==> config.mk <==
export PLATFORM = sky130hd
export DESIGN_NAME = mmu_seq_ctrl_flat
export DESIGN_NICKNAME = d
export VERILOG_FILES = /design/src/rtl/mmu_seq_if.sv /design/src/rtl/mmu_seq_ctrl.sv /design/src/flat_wrapper.sv
export SDC_FILE = /design/constraint.sdc
export NUM_CORES = 1
export LEC_CHECK = 0
export BUFFER_PORTS_ARGS = -buffer_cell sky130_fd_sc_hd__buf_2
export CAP_MARGIN = 20
export CORE_MARGIN = 3
export CORE_UTILIZATION = 35
export DETAILED_ROUTE_END_ITERATION = 8
export PLACE_DENSITY = 0.57
export SKIP_CTS_REPAIR_TIMING = 1
export SYNTH_ARGS = -nofsm -noshare
export SYNTH_HDL_FRONTEND = slang
export SYNTH_SLANG_ARGS = --single-unit
export TNS_END_PERCENT = 100
==> constraint.sdc <==
create_clock -name clk -period 2.1 [get_ports clk]
set_input_delay 0.63 -clock clk [delete_from_list [all_inputs] [get_ports clk]]
set_output_delay 0.63 -clock clk [all_outputs]
set_load 0.01 [all_outputs]
==> src/rtl/mmu_seq_if.sv <==
// Command, operand-feeder and array-control signals of the systolic MMU sequencer.
// The master side issues jobs and reports stalls; the slave side is the sequencer.
interface mmu_seq_if #(
  parameter int N   = 4,
  parameter int K_W = 8
);
  localparam int ROW_W = $clog2(N);

  logic             start;
  logic [K_W-1:0]   k_len;
  logic             stall;
  logic             busy;
  logic             done;
  logic             err;
  logic             op_rd_en;
  logic [K_W-1:0]   op_rd_idx;
  logic             arr_clear;
  logic             arr_shift;
  logic             res_valid;
  logic [ROW_W-1:0] res_row;

  modport master (
    output start, k_len, stall,
    input  busy, done, err, op_rd_en, op_rd_idx,
    input  arr_clear, arr_shift, res_valid, res_row
  );

  modport slave (
    input  start, k_len, stall,
    output busy, done, err, op_rd_en, op_rd_idx,
    output arr_clear, arr_shift, res_valid, res_row
  );
endinterface

==> src/rtl/mmu_seq_ctrl.sv <==
// Job sequencer for an N x N systolic MAC array: clear, feed k_len operand columns,
// drain the skewed wavefront, then shift result rows out bottom row first.
module mmu_seq_ctrl #(
  parameter int N   = 4,
  parameter int K_W = 8,
  parameter int LAT = 2
) (
  input logic      clk,
  input logic      rst,
  mmu_seq_if.slave bus
);
  localparam int ROW_W     = $clog2(N);
  localparam int DRAIN_CYC = 2 * (N - 1) + LAT;
  localparam int DC_W      = $clog2(DRAIN_CYC + 1);

  typedef enum logic [2:0] {
    S_IDLE,
    S_CLEAR,
    S_FEED,
    S_DRAIN,
    S_SHIFT,
    S_DONE
  } state_t;

  state_t           state;
  logic [K_W-1:0]   k_lat;
  logic [K_W-1:0]   feed_cnt;
  logic [DC_W-1:0]  drain_cnt;
  logic             busy_q;
  logic             done_q;
  logic             err_q;
  logic             rd_en_q;
  logic [K_W-1:0]   rd_idx_q;
  logic             clear_q;
  logic             shift_q;
  logic [ROW_W-1:0] row_q;

  // The stall seen on the edge that launches a FEED cycle decides whether that
  // cycle carries a read; feed_cnt is the next column index still to be issued.
  // NOTE: every register here is written with <= so all state updates see the
  // values from before the edge, independent of statement order.
  always_ff @(posedge clk) begin
    if (rst) begin
      state     <= S_IDLE;
      k_lat     <= '0;
      feed_cnt  <= '0;
      drain_cnt <= '0;
      busy_q    <= 1'b0;
      done_q    <= 1'b0;
      err_q     <= 1'b0;
      rd_en_q   <= 1'b0;
      rd_idx_q  <= '0;
      clear_q   <= 1'b0;
      shift_q   <= 1'b0;
      row_q     <= '0;
    end else begin
      clear_q <= 1'b0;
      done_q  <= 1'b0;
      err_q   <= 1'b0;
      unique case (state)
        S_IDLE: begin
          if (bus.start) begin
            if (bus.k_len != '0) begin
              k_lat   <= bus.k_len;
              busy_q  <= 1'b1;
              clear_q <= 1'b1;
              state   <= S_CLEAR;
            end else begin
              err_q <= 1'b1;
            end
          end
        end
        S_CLEAR: begin
          state    <= S_FEED;
          rd_idx_q <= '0;
          rd_en_q  <= !bus.stall;
          feed_cnt <= bus.stall ? '0 : K_W'(1);
        end
        S_FEED: begin
          if (rd_en_q && rd_idx_q == k_lat - K_W'(1)) begin
            rd_en_q   <= 1'b0;
            drain_cnt <= DC_W'(DRAIN_CYC - 1);
            state     <= S_DRAIN;
          end else if (!bus.stall) begin
            rd_en_q  <= 1'b1;
            rd_idx_q <= feed_cnt;
            feed_cnt <= feed_cnt + K_W'(1);
          end else begin
            rd_en_q <= 1'b0;
          end
        end
        S_DRAIN: begin
          if (drain_cnt == '0) begin
            shift_q <= 1'b1;
            row_q   <= ROW_W'(N - 1);
            state   <= S_SHIFT;
          end else begin
            drain_cnt <= drain_cnt - DC_W'(1);
          end
        end
        S_SHIFT: begin
          if (row_q == '0) begin
            shift_q <= 1'b0;
            done_q  <= 1'b1;
            state   <= S_DONE;
          end else begin
            row_q <= row_q - ROW_W'(1);
          end
        end
        S_DONE: begin
          busy_q <= 1'b0;
          state  <= S_IDLE;
        end
        default: state <= S_IDLE;
      endcase
    end
  end

  assign bus.busy      = busy_q;
  assign bus.done      = done_q;
  assign bus.err       = err_q;
  assign bus.op_rd_en  = rd_en_q;
  assign bus.op_rd_idx = rd_idx_q;
  assign bus.arr_clear = clear_q;
  assign bus.arr_shift = shift_q;
  assign bus.res_valid = shift_q;
  assign bus.res_row   = row_q;
endmodule

==> src/flat_wrapper.sv <==
// flat-port wrapper written by rule: the top's interface ports become plain ports
module mmu_seq_ctrl_flat 
#(
  parameter int N   = 4,
  parameter int K_W = 8,
  parameter int LAT = 2
)
  (clk, rst, bus_start, bus_k_len, bus_stall, bus_busy, bus_done, bus_err, bus_op_rd_en, bus_op_rd_idx, bus_arr_clear, bus_arr_shift, bus_res_valid, bus_res_row);
  mmu_seq_if #(.N(N), .K_W(K_W)) bus_i ();
  input logic clk;
  input logic rst;
  input wire logic [$bits(bus_i.start)-1:0] bus_start;
  input wire logic [$bits(bus_i.k_len)-1:0] bus_k_len;
  input wire logic [$bits(bus_i.stall)-1:0] bus_stall;
  output wire logic [$bits(bus_i.busy)-1:0] bus_busy;
  output wire logic [$bits(bus_i.done)-1:0] bus_done;
  output wire logic [$bits(bus_i.err)-1:0] bus_err;
  output wire logic [$bits(bus_i.op_rd_en)-1:0] bus_op_rd_en;
  output wire logic [$bits(bus_i.op_rd_idx)-1:0] bus_op_rd_idx;
  output wire logic [$bits(bus_i.arr_clear)-1:0] bus_arr_clear;
  output wire logic [$bits(bus_i.arr_shift)-1:0] bus_arr_shift;
  output wire logic [$bits(bus_i.res_valid)-1:0] bus_res_valid;
  output wire logic [$bits(bus_i.res_row)-1:0] bus_res_row;
  assign bus_i.start = bus_start;
  assign bus_i.k_len = bus_k_len;
  assign bus_i.stall = bus_stall;
  assign bus_busy = bus_i.busy;
  assign bus_done = bus_i.done;
  assign bus_err = bus_i.err;
  assign bus_op_rd_en = bus_i.op_rd_en;
  assign bus_op_rd_idx = bus_i.op_rd_idx;
  assign bus_arr_clear = bus_i.arr_clear;
  assign bus_arr_shift = bus_i.arr_shift;
  assign bus_res_valid = bus_i.res_valid;
  assign bus_res_row = bus_i.res_row;
  mmu_seq_ctrl #(.N(N), .K_W(K_W), .LAT(LAT)) u_core (.clk(clk), .rst(rst), .bus(bus_i));
endmodule
==> run_results.csv <==
group,metric,value,unit
flow_run,drv_cap,0,
worst_setup_path,crit_fanout,9,
power,peakVddDrop,0.3326,mV
logic_synthesis,synth_top_cell_by_area,"dfxtp_1",
worst_setup_path,r2r-start,"u_core.k_lat[0]",
logic_synthesis,yosys-top-cells-count,"dfxtp_1, nor2_1, nand2_1",
power,p_leak,1.106,nW
clock_tree,cts_buffer_depth,2,
timing,min_period,2.253,ns
placed_design,io_buffers,28,
timing,setup-violations-final,20,
routing,drc,0,
finish,final_area,0.002698,mm2
logic_synthesis,synth-main-ff-cell,"dfxtp_1",
logic_synthesis,synth-edff-count,0,
logic_synthesis,synth_fp_nets,236,
placed_design,place.gp.congestion,0.8424,
routing,vias_per_cell,5.199,
clock_tree,clock_latency,0.29,ns
die,coreArea,0.005238,mm2
clock_tree,cts_tree,"done",
logic_synthesis,ys.warnings.count,0,
worst_setup_path,crit_path_start,"u_core.k_lat[0]",
outcome,status,"complete, but fails checks",
clock_tree,cts_made_buffers,5,
worst_hold_path,hold_path.class,"reg2reg",
timing,rsz0062_at_grt,"true",
die,fp-row-count,26,
timing,worstMarginPinSlew,0.3689,ns
finish,finalNetCount,297,
worst_setup_path,cp-end-kind,"register",
global_route,grt_pass1_vias,1712,
timing,drv_slew,0,
routing,wl_per_cell,14.55,um
timing,skew,0.01017,ns
routing,drt_iter0_markers,71,
die,dieWidth,80.54,um
die,die-area,0.006486,mm2
logic_synthesis,synthArstFlopShare,0,%
worst_setup_path,arrival,2.44,ns
routing,antenna_left,0,
logic_synthesis,syn_inst,220,
global_route,antenna_found_initial,0,
logic_synthesis,ys_top_cells_by_area,"dfxtp_1, nor2_1, mux2i_1",
logic_synthesis,ys_seq_area_share,40.15,%
worst_setup_path,cp_slowest_cell,"dfxtp_4",
clock_tree,cts_sinks,39,
timing,max_slew_margin,75.41,%
global_route,grt_max_degree,29,
logic_synthesis,synth_most_common_cell,"dfxtp_1",
placed_design,dp.cells,336,
global_route,gr-usage-all-layers,15.64,%
logic_synthesis,syn_avg_cell_area,8.838,um2
routing,drt-total-wl,5.123,mm
die,pin_count,29,
finish,syn2layout_area_growth,38.74,%
clock_tree,clk_pin_slew,0.08,ns
worst_setup_path,worstPathCellList,"inv_2 -> ha_4 -> xor2_1 -> nand3_1 -> nor4b_2 -> o211a_4 -> nor4_4 -> nor3b_4 -> buf_12 -> a22o_1",
timing,fmax,443.9,MHz
finish,final_util,51.51,%
outcome,violations,"negative setup slack",
placed_design,dpl_cell_area,0.002384,mm2
placed_design,dp_hpwl,3.485,mm
power,power.density,738.8,mW/mm2
worst_hold_path,hold_start,"u_core.bus.res_row[1]",
finish,finalNonFillerCells,352,
die,die_h,80.54,um
worst_setup_path,max_stage_delay,0.37,ns
finish,ff_latch_area,789.5,um2
finish,diodes,0,
clock_tree,root_buffer,"clkbuf_8",
finish,fillers,498,
placed_design,dp_slack,-0.1540,ns
timing,finalCritPeriodShare,107.3,%
worst_setup_path,cp.required,2.28,ns
global_route,grt.overflow.total,0,
logic_synthesis,ys_types,47,
global_route,grt_pass1_wl,7.983,mm
logic_synthesis,ys_ff_latch,39,
timing,fin_ws,-0.1529,ns
finish,multi_input_area,0.001234,mm2
logic_synthesis,syn-cell-area,0.001944,mm2
clock_tree,h-tree-depth,2,
worst_setup_path,crit_path_start_kind,"register",
routing,vias,1830,
routing,first_pass_iters,4,
finish,drive_above_1_share,37.23,%
power,power,1.993,mW
worst_setup_path,worstSetupPathType,"reg2reg",
timing,hold_viol,0,
logic_synthesis,synth_top_area_share,40.15,%
die,start_util,37.12,%
[worst paths after layout]
path | to | depth (start not counted) | slack, ns
min reg2reg | u_core.bus.res_row[1] | 2 | 0.50
max | u_core.bus.op_rd_idx[7] | 10 | -0.15
max reg2reg | u_core.bus.op_rd_idx[7] | 10 | -0.15
min | u_core.bus.res_row[1] | 2 | 0.50
[layer usage]
metal	vias to the layer above	track usage (%)	wire [um]
li1	923	-	-
met1	865	20.22	2426
met2	35	25.41	2395
met3	7	3.139	229
met4	0	6.081	72
met5	-	0	0
[registers in the layout, summed over array words and instances (netlist names)]
signal                count
u_core.state              3
u_core.bus.busy           1
u_core.drain_cnt          4
u_core.bus.op_rd_idx      8
u_core.bus.res_row        2
u_core.bus.err            1
u_core.bus.done           1
u_core.bus.arr_clear      1
u_core.k_lat              8
u_core.feed_cnt           8
u_core.bus.arr_shift      1
u_core.bus.op_rd_en       1
[cells by family (layout without fill, tap and decap cells)]
group / Yosys count / count (layout) / synth area share [%]
simple gates: 94 / 94 / 27.41
compound gates: 49 / 50 / 17.95
flops: 39 / 39 / 40.15
buf+inv: 16 / 77 / 3.282
xor+xnor: 10 / 10 / 4.504
mux: 8 / 8 / 4.119
fa+ha+maj: 4 / 4 / 2.574
[cell usage in the layout (no fill, tap or decap), types with 3 or more instances in the layout]
cell type,n
dfxtp_1,36
buf_4,30
buf_2,28
nor2_1,23
nand2_1,13
a22o_1,9
a21oi_1,9
mux2i_1,8
o21ai_0,6
inv_1,5
nor3b_1,5
xnor2_1,5
clkbuf_8,5
nand2b_1,4
nand4_1,4
nor3_1,4
xor2_1,4
o21ai_1,4
nor3_2,4
nand3_1,4
nor2b_1,4
nor4_1,4
a21oi_2,3
ha_1,3
[per-stage QoR]
stage / setup TNS (ns) / hold WS (ns)
2_1_floorplan: -0.05280 / 0.4567
3_3_place_gp: -1.540 / 0.4846
3_5_place_dp: -1.883 / 0.4900
4_1_cts: -2.592 / 0.5046
5_1_grt: -3.633 / 0.5346
6_report: -1.889 / 0.5018
[area by class of cell]
cell class                      count  share of cell area, %
Timing Repair Buffer               62                  15.86
Inverter                            7                 0.9740
Clock inverter                      2                  2.226
Clock buffer                        6                  2.690
Multi-Input combinational cell    166                  45.73
Tap cell                           70                  3.247
Sequential cell                    39                  29.27
[critical path, delay by kind of cell (launching register included)]
family,cells,cell delay (ns)
AO/OA/AOI/OAI,2,0.49
XOR/XNOR,1,0.15
adder cells (fa/ha/maj),1,0.26
buffers and inverters,2,0.19
flip-flops,1,0.37
AND/OR/NAND/NOR,4,0.68
[report_power, final]
part	internal (mW)	leakage (nW)	switching, mW
Combinational	0.219	0.722	0.218
Clock	0.475	0.0654	0.268
Sequential	0.773	0.318	0.0402
Total	1.47	1.11	0.526
Power figures use the tool's default switching activity.
